`src/rtl/seq_magnitude_comparator.sv`:
```
// Sequential magnitude comparator: scans two WIDTH-bit operands MSB-first, DIGIT bits per clock.
// Latency: 1 + k cycles from accept to out_valid (k = slices scanned, 1..N; k = N when EARLY_EXIT = 0).
// Backpressure: in_ready only in IDLE; the result is held in DONE until out_ready, with no bypass back into SCAN.
//
// Ports:
//    clk, rst_n          - clock (rising edge), asynchronous active-low reset
//    in_valid/in_ready   - operand handshake (a, b, is_signed, op)
//    out_valid/out_ready - result handshake (lt, eq, gt, y, busy_cycles)
//    busy_cycles         - scan cycles spent on the current result
module seq_magnitude_comparator #(
   parameter int WIDTH      = 32,
   parameter int DIGIT      = 8,
   parameter int EARLY_EXIT = 1,
   localparam int N         = WIDTH / DIGIT,
   localparam int CW        = $clog2(N) + 1,
   localparam int IW        = (N > 1) ? $clog2(N) : 1
) (
   input  logic             clk,
   input  logic             rst_n,
   input  logic             in_valid,
   output logic             in_ready,
   input  logic [WIDTH-1:0] a,
   input  logic [WIDTH-1:0] b,
   input  logic             is_signed,
   input  logic [1:0]       op,
   output logic             out_valid,
   input  logic             out_ready,
   output logic             lt,
   output logic             eq,
   output logic             gt,
   output logic             y,
   output logic [CW-1:0]    busy_cycles
);

   typedef enum logic [1:0] {IDLE, SCAN, DONE} state_t;

   state_t           state, state_n;
   logic [WIDTH-1:0] a_q, b_q;
   logic             sgn_q;
   logic [1:0]       op_q;
   logic [IW-1:0]    idx;
   logic [CW-1:0]    cnt;
   logic             dec_q, dec_lt_q, dec_gt_q;

   logic [DIGIT-1:0] sa, sb;
   logic             slice_neq, slice_lt, last;
   logic             res_lt, res_eq, res_gt, res_y;

   always_ff @(posedge clk or negedge rst_n) begin
      if (!rst_n) state <= IDLE;
      else        state <= state_n;
   end

   always_comb begin
      state_n  = state;
      in_ready = (state == IDLE);
      sa       = a_q[int'(idx)*DIGIT +: DIGIT];
      sb       = b_q[int'(idx)*DIGIT +: DIGIT];
      // Flipping the sign bit of the top slice maps two's complement onto
      // unsigned order, so the same slice compare handles both modes.
      if (sgn_q && (idx == IW'(N-1))) begin
         sa[DIGIT-1] = ~sa[DIGIT-1];
         sb[DIGIT-1] = ~sb[DIGIT-1];
      end
      slice_neq = (sa != sb);
      slice_lt  = (sa < sb);
      // An earlier decision always wins over the slice being looked at now.
      res_lt = dec_q ? dec_lt_q : (slice_neq & slice_lt);
      res_gt = dec_q ? dec_gt_q : (slice_neq & ~slice_lt);
      res_eq = ~(dec_q | slice_neq);
      unique case (op_q)
         2'd0:    res_y = res_lt;
         2'd1:    res_y = res_lt | res_eq;
         2'd2:    res_y = res_gt;
         default: res_y = res_gt | res_eq;
      endcase
      last = (idx == '0) || ((EARLY_EXIT != 0) && slice_neq);
      unique case (state)
         IDLE:    if (in_valid)  state_n = SCAN;
         SCAN:    if (last)      state_n = DONE;
         DONE:    if (out_ready) state_n = IDLE;
         default: state_n = IDLE;
      endcase
   end

   always_ff @(posedge clk or negedge rst_n) begin
      if (!rst_n) begin
         a_q         <= '0;
         b_q         <= '0;
         sgn_q       <= 1'b0;
         op_q        <= 2'd0;
         idx         <= '0;
         cnt         <= '0;
         dec_q       <= 1'b0;
         dec_lt_q    <= 1'b0;
         dec_gt_q    <= 1'b0;
         out_valid   <= 1'b0;
         lt          <= 1'b0;
         eq          <= 1'b0;
         gt          <= 1'b0;
         y           <= 1'b0;
         busy_cycles <= '0;
      end else begin
         unique case (state)
            IDLE: begin
               if (in_valid) begin
                  a_q   <= a;
                  b_q   <= b;
                  sgn_q <= is_signed;
                  op_q  <= op;
                  idx   <= IW'(N-1);
                  cnt   <= '0;
                  dec_q <= 1'b0;
               end
            end
            SCAN: begin
               cnt <= cnt + CW'(1);
               if (slice_neq && !dec_q) begin
                  dec_q    <= 1'b1;
                  dec_lt_q <= slice_lt;
                  dec_gt_q <= ~slice_lt;
               end
               if (last) begin
                  lt          <= res_lt;
                  eq          <= res_eq;
                  gt          <= res_gt;
                  y           <= res_y;
                  busy_cycles <= cnt + CW'(1);
                  out_valid   <= 1'b1;
               end else begin
                  idx <= idx - IW'(1);
               end
            end
            DONE: begin
               if (out_ready) out_valid <= 1'b0;
            end
            default: out_valid <= 1'b0;
         endcase
      end
   end

endmodule

```
`config.mk`:
```
export PLATFORM = sky130hd
export DESIGN_NAME = seq_magnitude_comparator
export DESIGN_NICKNAME = d
export VERILOG_FILES = /design/src/rtl/seq_magnitude_comparator.sv
export SDC_FILE = /design/constraint.sdc
export NUM_CORES = 1
export LEC_CHECK = 0
export ABC_AREA = 1
export CAP_MARGIN = 40
export CORE_MARGIN = 5
export CORE_UTILIZATION = 53
export CTS_BUF_LIST = sky130_fd_sc_hd__clkbuf_8
export CTS_CLUSTER_SIZE = 24
export DETAILED_ROUTE_END_ITERATION = 7
export GPL_TIMING_DRIVEN = 0
export PLACE_DENSITY = 0.88
export SYNTH_ARGS = -nofsm -noshare
export SYNTH_HDL_FRONTEND = slang
export SYNTH_SLANG_ARGS = --single-unit
export TNS_END_PERCENT = 100
```
`constraint.sdc`:
```
create_clock -name clk -period 3.4 [get_ports clk]
set_input_delay 0.34 -clock clk [delete_from_list [all_inputs] [get_ports clk]]
set_output_delay 0.34 -clock clk [all_outputs]
set_load 0.03 [all_outputs]
```
Word-level counts from Yosys, hierarchy flattened
Cells that the tools add are included.
{"block": "totals", "ff_bits": 85, "inputBits": 71, "out_inout_bits": 9, "wordCells": 78}
{"block": "op_classes", "addsub": 2, "order_cmp": 1, "eq_ne": 11, "shift": 2, "n_mux": 20, "bitwise_logic": 10, "n_reduce_logical": 16}
{"op": "$shiftx 32x6->8", "count": 2}
{"op": "$reduce_and 3->1", "count": 4}
{"op": "$mux 2", "count": 5}
{"op": "$ne 2x2->1 const B", "count": 5}
{"op": "$lt 8x8->1", "count": 1}
{"op": "$mux 1", "count": 8}
{"op": "$ne 8x8->1", "count": 1}
{"op": "$reduce_and 2->1", "count": 4}
{"op": "$eq 2x2->1 const B", "count": 3}
{"op": "$logic_not 2->1", "count": 3}
{"op": "$pmux 1 s3", "count": 2}
{"op": "$pmux 2 s3", "count": 1}
{"op": "$pmux 3 s2", "count": 1}
{"op": "$not 1->1", "count": 5}
{"op": "$eq 2x1->1 const B", "count": 2}
{"op": "$pmux 2 s2", "count": 1}
{"op": "$add 3x1->3 const B", "count": 1}
{"op": "$mux 3", "count": 1}
{"op": "$or 1x1->1", "count": 3}
{"op": "$and 1x1->1", "count": 2}
{"op": "$logic_and 1x1->1", "count": 2}
{"op": "$pmux 1 s2", "count": 1}
{"op": "$reduce_bool 2->1", "count": 1}
{"op": "$sub 2x1->2 const B", "count": 1}
{"op": "other kinds (2)", "count": 2}

Longest topological paths before layout
Gate-level depths: netlist of run 1.
{"block": "logic_depth", "word_depth": 9, "depth_mapped": 19}

Worst setup path before layout of run 1
No wires, ideal clock.
{"block": "synth_path", "path_kind": "register -> register", "from": "register idx[0]", "to": "register y", "setup_time_ns": 0.113, "arrival_ns": 2.365, "path_slack_ns": 0.922, "stages_incl_launch_ff": 16, "synth_period_minus_slack_ns": 2.478, "cell_sequence": "dfrtp_1 -> clkbuf_1 -> clkinv_1 -> clkbuf_1 -> nand2_1 -> a32o_1 -> ha_1 -> nand2_1 -> nor2_2 -> nand2_2 -> or2_4 -> nand2_8 -> inv_4 -> or2_0 -> nand2_1 -> inv_1"}
{"block": "synth_between", "elab_chain_len": 9, "word_cells_on_any_way": 23, "classes_between": "order compare (1); eq/ne (2); shift (2); mux (5); bitwise (9); reduce/logical (4)"}
{"element": "from (decl)", "line": "41", "text": "logic [IW-1:0] idx;"}
{"element": "from (signal assigned)", "line": "111", "text": "idx <= IW'(N-1);"}
{"element": "from (signal assigned)", "line": "131", "text": "idx <= idx - IW'(1);"}
{"element": "$shiftx 32x6->8 (tied with other cells)", "line": "57", "text": "sa = a_q[int'(idx)*DIGIT +: DIGIT];"}
{"element": "$not 1->1 (tied with other cells)", "line": "62", "text": "sa[DIGIT-1] = ~sa[DIGIT-1];"}
{"element": "$mux 1", "line": "61", "text": "if (sgn_q && (idx == IW'(N-1))) begin"}
{"element": "$lt 8x8->1", "line": "66", "text": "slice_lt = (sa < sb);"}
{"element": "$not 1->1", "line": "69", "text": "res_gt = dec_q ? dec_gt_q : (slice_neq & ~slice_lt);"}
{"element": "$and 1x1->1", "line": "69"}
{"element": "$mux 1", "line": "69"}
{"element": "$or 1x1->1", "line": "75", "text": "default: res_y = res_gt | res_eq;"}
{"element": "$pmux 1 s3", "line": "71", "text": "unique case (op_q)"}
{"element": "to (signal assigned)", "line": "127", "text": "y <= res_y;"}
{"element": "to (decl)", "line": "31", "text": "output logic y,"}
Several ways; a longest one is shown, not always the timed one.
A chain may end at the register's enable or synchronous reset.

Worst setup path after layout of run 1
Same ends and word-level chain as after synthesis.

==> results of run 1 <==
[registers in the layout, summed over array words and instances (netlist names), 2 cells and up]
register	count
busy_cycles	3
idx	2
a_q	32
op_q	2
cnt	3
b_q	32
state	2
[cell usage in the layout (no fill, tap or decap), types with 3 or more instances in the layout]
| master | instances |
|---|---|
| a21oi_1 | 12 |
| a31oi_1 | 3 |
| a32o_1 | 7 |
| buf_2 | 8 |
| bufinv_16 | 3 |
| clkbuf_1 | 15 |
| clkbuf_8 | 9 |
| clkdlybuf4s50_1 | 78 |
| dfrtp_1 | 85 |
| ha_1 | 11 |
| inv_1 | 12 |
| nand2_1 | 254 |
| nand2_2 | 3 |
| nor2_1 | 27 |
| o21ai_0 | 24 |
| o21ai_1 | 3 |
| o22ai_1 | 9 |
[layer usage]
metal | GRT usage (%) | vias up | share of wire (%)
met4 | 9.58 | 0 | 2.3
met2 | 40.2 | 140 | 50
li1 | - | 1738 | -
met3 | 4.42 | 23 | 6.8
met1 | 30.7 | 1676 | 41
met5 | 0 | - | 0
[repair_timing]
action	4_1_cts	5_1_grt
hold endpoints to repair	33	0
hold buffers	1	0
setup endpoints to repair	0	0
[worst max-delay path, cell delays in order (launching register included)]
cell and delay [ns]:
dfrtp_1 0.39, clkbuf_1 0.15, clkinv_1 0.16, clkbuf_1 0.41, nand2_1 0.13, a32o_1 0.27
ha_1 0.28, nand2_1 0.07, nor2_2 0.21, nand2_2 0.09, or2_4 0.27, nand2_8 0.10
inv_4 0.05, or2_0 0.19, nand2_1 0.06, inv_1 0.03
[kinds of logic after synthesis]
logic type | synth area share (%)
DFF | 53.6
AOI/OAI and AO/OA | 9.36
adders and majority gates | 3.47
and+or+nand+nor | 29.0
buffers and inverters | 4.00
xor gates and xnor gates | 0.662
[how the worst max path moves through the flow]
stage | from | end | slack (ns) | depth (start not counted)
after floorplan | idx[0] | y | 0.92 | 15
after global placement | rst_n | y | -0.88 | 1
after detailed placement | idx[0] | y | 0.54 | 15
after CTS | idx[0] | y | 0.46 | 15
after global routing | idx[0] | y | 0.22 | 15
final | idx[0] | y | 0.44 | 15
[layout make-up]
class,instances,area (um^2),share of cell area (%)
Timing Repair Buffer,81,826,16.0
Tap cell,99,124,2.41
Inverter,14,55.1,1.07
Sequential cell,85,2130,41.3
Clock buffer,9,124,2.41
Multi-Input combinational cell,368,1690,32.7
Clock inverter,6,104,2.02
Buffer,24,104,2.02
[power by group through the flow]
| stage | registers (uW) | clock network (uW) | logic, uW |
|---|---|---|---|
| after floorplan | 1780 | 0 | 1770 |
| after global placement | 1770 | 0 | 2410 |
| after detailed placement | 1780 | 0 | 2540 |
| after CTS | 1780 | 829 | 2580 |
| after global routing | 1840 | 884 | 2950 |
| final | 1790 | 833 | 2590 |
[stage by stage]
stage	cells	hold slack [ns]	total power [uW]	cell area, um^2	setup slack [ns]
floorplan	491	0.0444	3550	3970	0.922
global placement	669	0.457	4180	4890	-0.875
detailed placement	670	0.319	4330	4910	0.544
CTS	686	0.474	5190	5150	0.455
global route	686	0.500	5670	5150	0.218
finish	686	0.466	5210	5150	0.444
==> flow_summary.json, run 1 <==
{
  "status": "complete, no violations",
  "routed_wl_um": 10200,
  "r2r_setup_slack_ns": 0.44,
  "p_sw_share_pct": 43.1,
  "syn_area_per_cell_um2": 8.09,
  "drv_slew": 0,
  "syn_to_final_growth_pct": 29.6,
  "firstDrtPassIters": 5,
  "slew-limit-headroom_pct": 62.5,
  "synth_common_cells": "nand2_1, dfrtp_1, nor2_1",
  "yosysUniqueCellTypes": 30,
  "yosys.area.top_type_share_pct": 53.6,
  "synth_fp_nets": 573,
  "boundaryPins": 80,
  "die_x_um": 96.6,
  "wl_per_cell_um": 14.8,
  "grt_usage_pct": 24.0,
  "critical_path_class": "reg -> reg",
  "fillers": 573,
  "cts.repair.resized": 0,
  "timing.final.hold_violations": 0,
  "grt-ovfl-total": 0,
  "clock_power_share_pct": 16.0,
  "grt_pass1_wl_um": 16900,
  "die_area_um2": 9320,
  "synth_area_leaders": "dfrtp_1, nand2_1, ha_1, o21ai_0, nor2_1",
  "rows": 31,
  "fmax_ghz": 0.338,
  "min_period_over_period_pct": 87.0,
  "remaining_drc_errors": 0,
  "critPathCaptureType": "flop",
  "drive_gt1_share_pct": 6.13,
  "port_buffers": 79,
  "ys.flop_type": "dfrtp_1",
  "p_leak_uw": 0.00258,
  "cts-root-buf": "clkbuf_8",
  "grt_max_degree": 53,
  "dpl.hpwl_um": 7360,
  "synth.largest_area_cell": "dfrtp_1",
  "fin_crit_ns": 2.96,
  "critPathRequiredTime_ns": 3.67,
  "vias": 3577,
  "power_switching_uw": 2240,
  "worstReg2RegEnd": "y",
  "cp-start-kind": "flop",
  "powerDensity_nw_per_um2": 1010,
  "cts_tree": "yes",
  "r2r-start": "idx[0]",
  "grt_pass1_vias": 3648,
  "die_h_um": 96.6,
  "clock_sinks": 85,
  "fin_util_pct": 70.6,
  "core_area_um2": 7290,
  "synth_seq_cells": 85,
  "clk_pin_slew_worst_paths_ns": 0.08,
  "netlist_instances": 491,
  "drt_iter0_drc": 278,
  "clockBufferDepth": 2,
  "avgViaCountPerCell": 5.21,
  "tns_ns": 0,
  "clock_skew_ns": 0.0105,
  "netlist_area_um2": 3970,
  "arrival_ns": 3.22,
  "vdd_drop_max_mv": 0.426,
  "cp_max_fo": 10,
  "ys.warnings.count": 0,
  "routabilityCongestion": 0.868,
  "ff2ff_path_depth": 15,
  "tightest_slew_ns": 0.563,
  "yosysSeqAreaShare_pct": 53.6,
  "fin_nets": 665,
  "antenna_found_initial": 0,
  "diodes": 0,
  "pwr-share-seq_pct": 34.3,
  "ant_nets": 0,
  "rsz0062_at_grt": "no",
  "drv_cap": 0,
  "postCtsSetupBuffers": 0,
  "numCtsBuffers": 9,
  "htree_num_levels": 3,
  "insertion_delay_ns": 0.36,
  "power.internal_uw": 2960,
  "async_reset_ff_share_pct": 100,
  "yosysMostFrequentCell": "nand2_1",
  "initial_utilization_pct": 54.5,
  "hold_path.class": "in -> async",
  "setup_viol_count_final": 0,
  "synth_edf_count": 0,
  "power_frac_comb_pct": 49.7
}
No activity file was read; power rests on OpenSTA's default activity.
==> run 2, diff against run 1 <==
Settings changed: MAX_ROUTING_LAYER from default to met4.
==> run 2 against run 1 <==
- global-route usage increased by 0.67 points
- critical path depth stayed put
- clock skew hardly changed
- sequential share of layout area did not move
- die area stayed put
- maximum frequency up 0.37%
- hold slack about the same
- clock power about the same
- non-clock buffer count stayed put
- count of clock-buffer cells in the layout unchanged
- design area unchanged
- largest cell class unchanged
==> flow_summary.json, run 2 (same netlist as run 1, synthesis figures left out) <==
{
  "dpl.hpwl_um": 7360,
  "crit_slowest_cell": "clkbuf_1",
  "vias": 3601,
  "grt_usage_pct": 24.7,
  "p_total_uw": 5200,
  "whs_ns": 0.466,
  "place_area_um2": 4910,
  "die_x_um": 96.6,
  "die_area_um2": 9320,
  "port_buffers": 79,
  "die_h_um": 96.6,
  "drv_cap": 0,
  "syn_to_final_growth_pct": 29.6,
  "numCtsBuffers": 9,
  "critical_path_class": "reg -> reg",
  "min_period_over_period_pct": 86.6,
  "drive_gt1_share_pct": 6.13,
  "met1_usage_pct": 30.9,
  "fin_crit_ns": 2.95,
  "grt_pass1_vias": 3648,
  "setup_viol_count_final": 0,
  "grt-ovfl-total": 0,
  "rows": 31,
  "vdd_drop_max_mv": 0.427,
  "cpPeakStageDelay_ns": 0.40,
  "grt_pass1_wl_um": 16800,
  "ff2ff_path_depth": 15,
  "core_area_um2": 7290,
  "htree_num_levels": 3,
  "cts_tree": "yes",
  "layout_commonest_cell": "nand2_1",
  "gr-max-usage-layer": "met2",
  "timing.final.hold_violations": 0,
  "clk_pin_slew_worst_paths_ns": 0.08,
  "r2r-start": "idx[0]",
  "cp_max_fo": 10,
  "grt_max_degree": 53,
  "cts_hold_buf": 1,
  "clock_sinks": 85,
  "ant_nets": 0,
  "p_leak_uw": 0.00258,
  "critPathRequiredTime_ns": 3.67,
  "cp-start-kind": "flop",
  "drt_iter0_drc": 287,
  "rsz0062_at_grt": "no",
  "wl_per_cell_um": 14.7,
  "r2r_setup_slack_ns": 0.45,
  "postCtsSetupBuffers": 0,
  "insertion_delay_ns": 0.37,
  "cts-root-buf": "clkbuf_8",
  "critPathCaptureType": "flop",
  "boundaryPins": 80,
  "final_cell_mix": "nand2_1, dfrtp_1, clkdlybuf4s50_1",
  "top_regs": "a_q (32), b_q (32)",
  "cts.repair.resized": 0,
  "crit_top_cell": "nand2_1",
  "status": "complete, no violations",
  "fin_area_um2": 5150,
  "remaining_drc_errors": 0,
  "routed_wl_um": 10100,
  "diodes": 0,
  "fin_nets": 665,
  "avgViaCountPerCell": 5.25,
  "hold_path.class": "in -> async",
  "tightest_slew_ns": 0.545,
  "grt_util_met3_pct": 4.18,
  "firstDrtPassIters": 5,
  "clockBufferDepth": 2,
  "drv_slew": 0,
  "powerDensity_nw_per_um2": 1010,
  "initial_utilization_pct": 54.5,
  "slew-limit-headroom_pct": 63.7,
  "worstReg2RegEnd": "y",
  "fmax_ghz": 0.339,
  "grt_use_met2_pct": 40.2,
  "arrival_ns": 3.21,
  "routabilityCongestion": 0.882,
  "clock_skew_ns": 0.0104,
  "antenna_found_initial": 0,
  "crit_path_cell_trace": "clkbuf_1, clkinv_1, clkbuf_1, nand2_1, a32o_1, ha_1, nand2_1, nor2_2, nand2_2, or2_4, nand2_8, inv_4, or2_0, nand2_1, inv_1"
}
==> run 2: cell counts in the layout (fill, tap and decap cells not counted) <==
No cell type changed its count.
==> run 2: through the flow <==
| stage | setup TNS (ns) | cells | util (%) | worst slack [ns] |
|---|---|---|---|---|
| 2_1_floorplan | 0 | 491 | - | 0.922 |
| 3_3_place_gp | -74.20 | 669 | 67.0 | -0.875 |
| 3_5_place_dp | 0 | 670 | 67.3 | 0.544 |
| 4_1_cts | 0 | 686 | 70.6 | 0.455 |
| 5_1_grt | 0 | 686 | 70.6 | 0.218 |
| 6_report | 0 | 686 | 70.6 | 0.454 |
==> run 2: critical path, delay by kind of cell (launching register included) <==
kind / cells / cell delay (ns)
simple gates: 8 / 1.12
buf+inv: 5 / 0.79
flops: 1 / 0.39
fa+ha+maj: 1 / 0.28
compound gates: 1 / 0.27
==> run 2: routing by layer <==
metal / routed length (um) / up-vias
li1: - / 1736
met1: 4160 / 1685
met2: 5100 / 156
met3: 624 / 24
met4: 219 / 0
met5: 0 / -
==> run 2: final cells by class <==
type	instances	area [um^2]
inverter	14	55.1
buffer	24	104
sequential	85	2130
multi-input combinational	368	1690
timing repair buffer	81	826
tap	99	124
fill	573	2140
clock buffer	9	124
clock inverter	6	104
==> run 2: report_power, final <==
group | total [uW] | switching (uW) | internal (uW)
Sequential | 1790 | 296 | 1490
Clock | 832 | 353 | 479
Combinational | 2580 | 1590 | 995
==> run 2: worst max path at each step <==
stage | from | endpoint | cells after the start
2_1_floorplan | idx[0] | y | 15
3_3_place_gp | rst_n | y | 1
3_5_place_dp | idx[0] | y | 15
4_1_cts | idx[0] | y | 15
5_1_grt | idx[0] | y | 15
6_report | idx[0] | y | 15
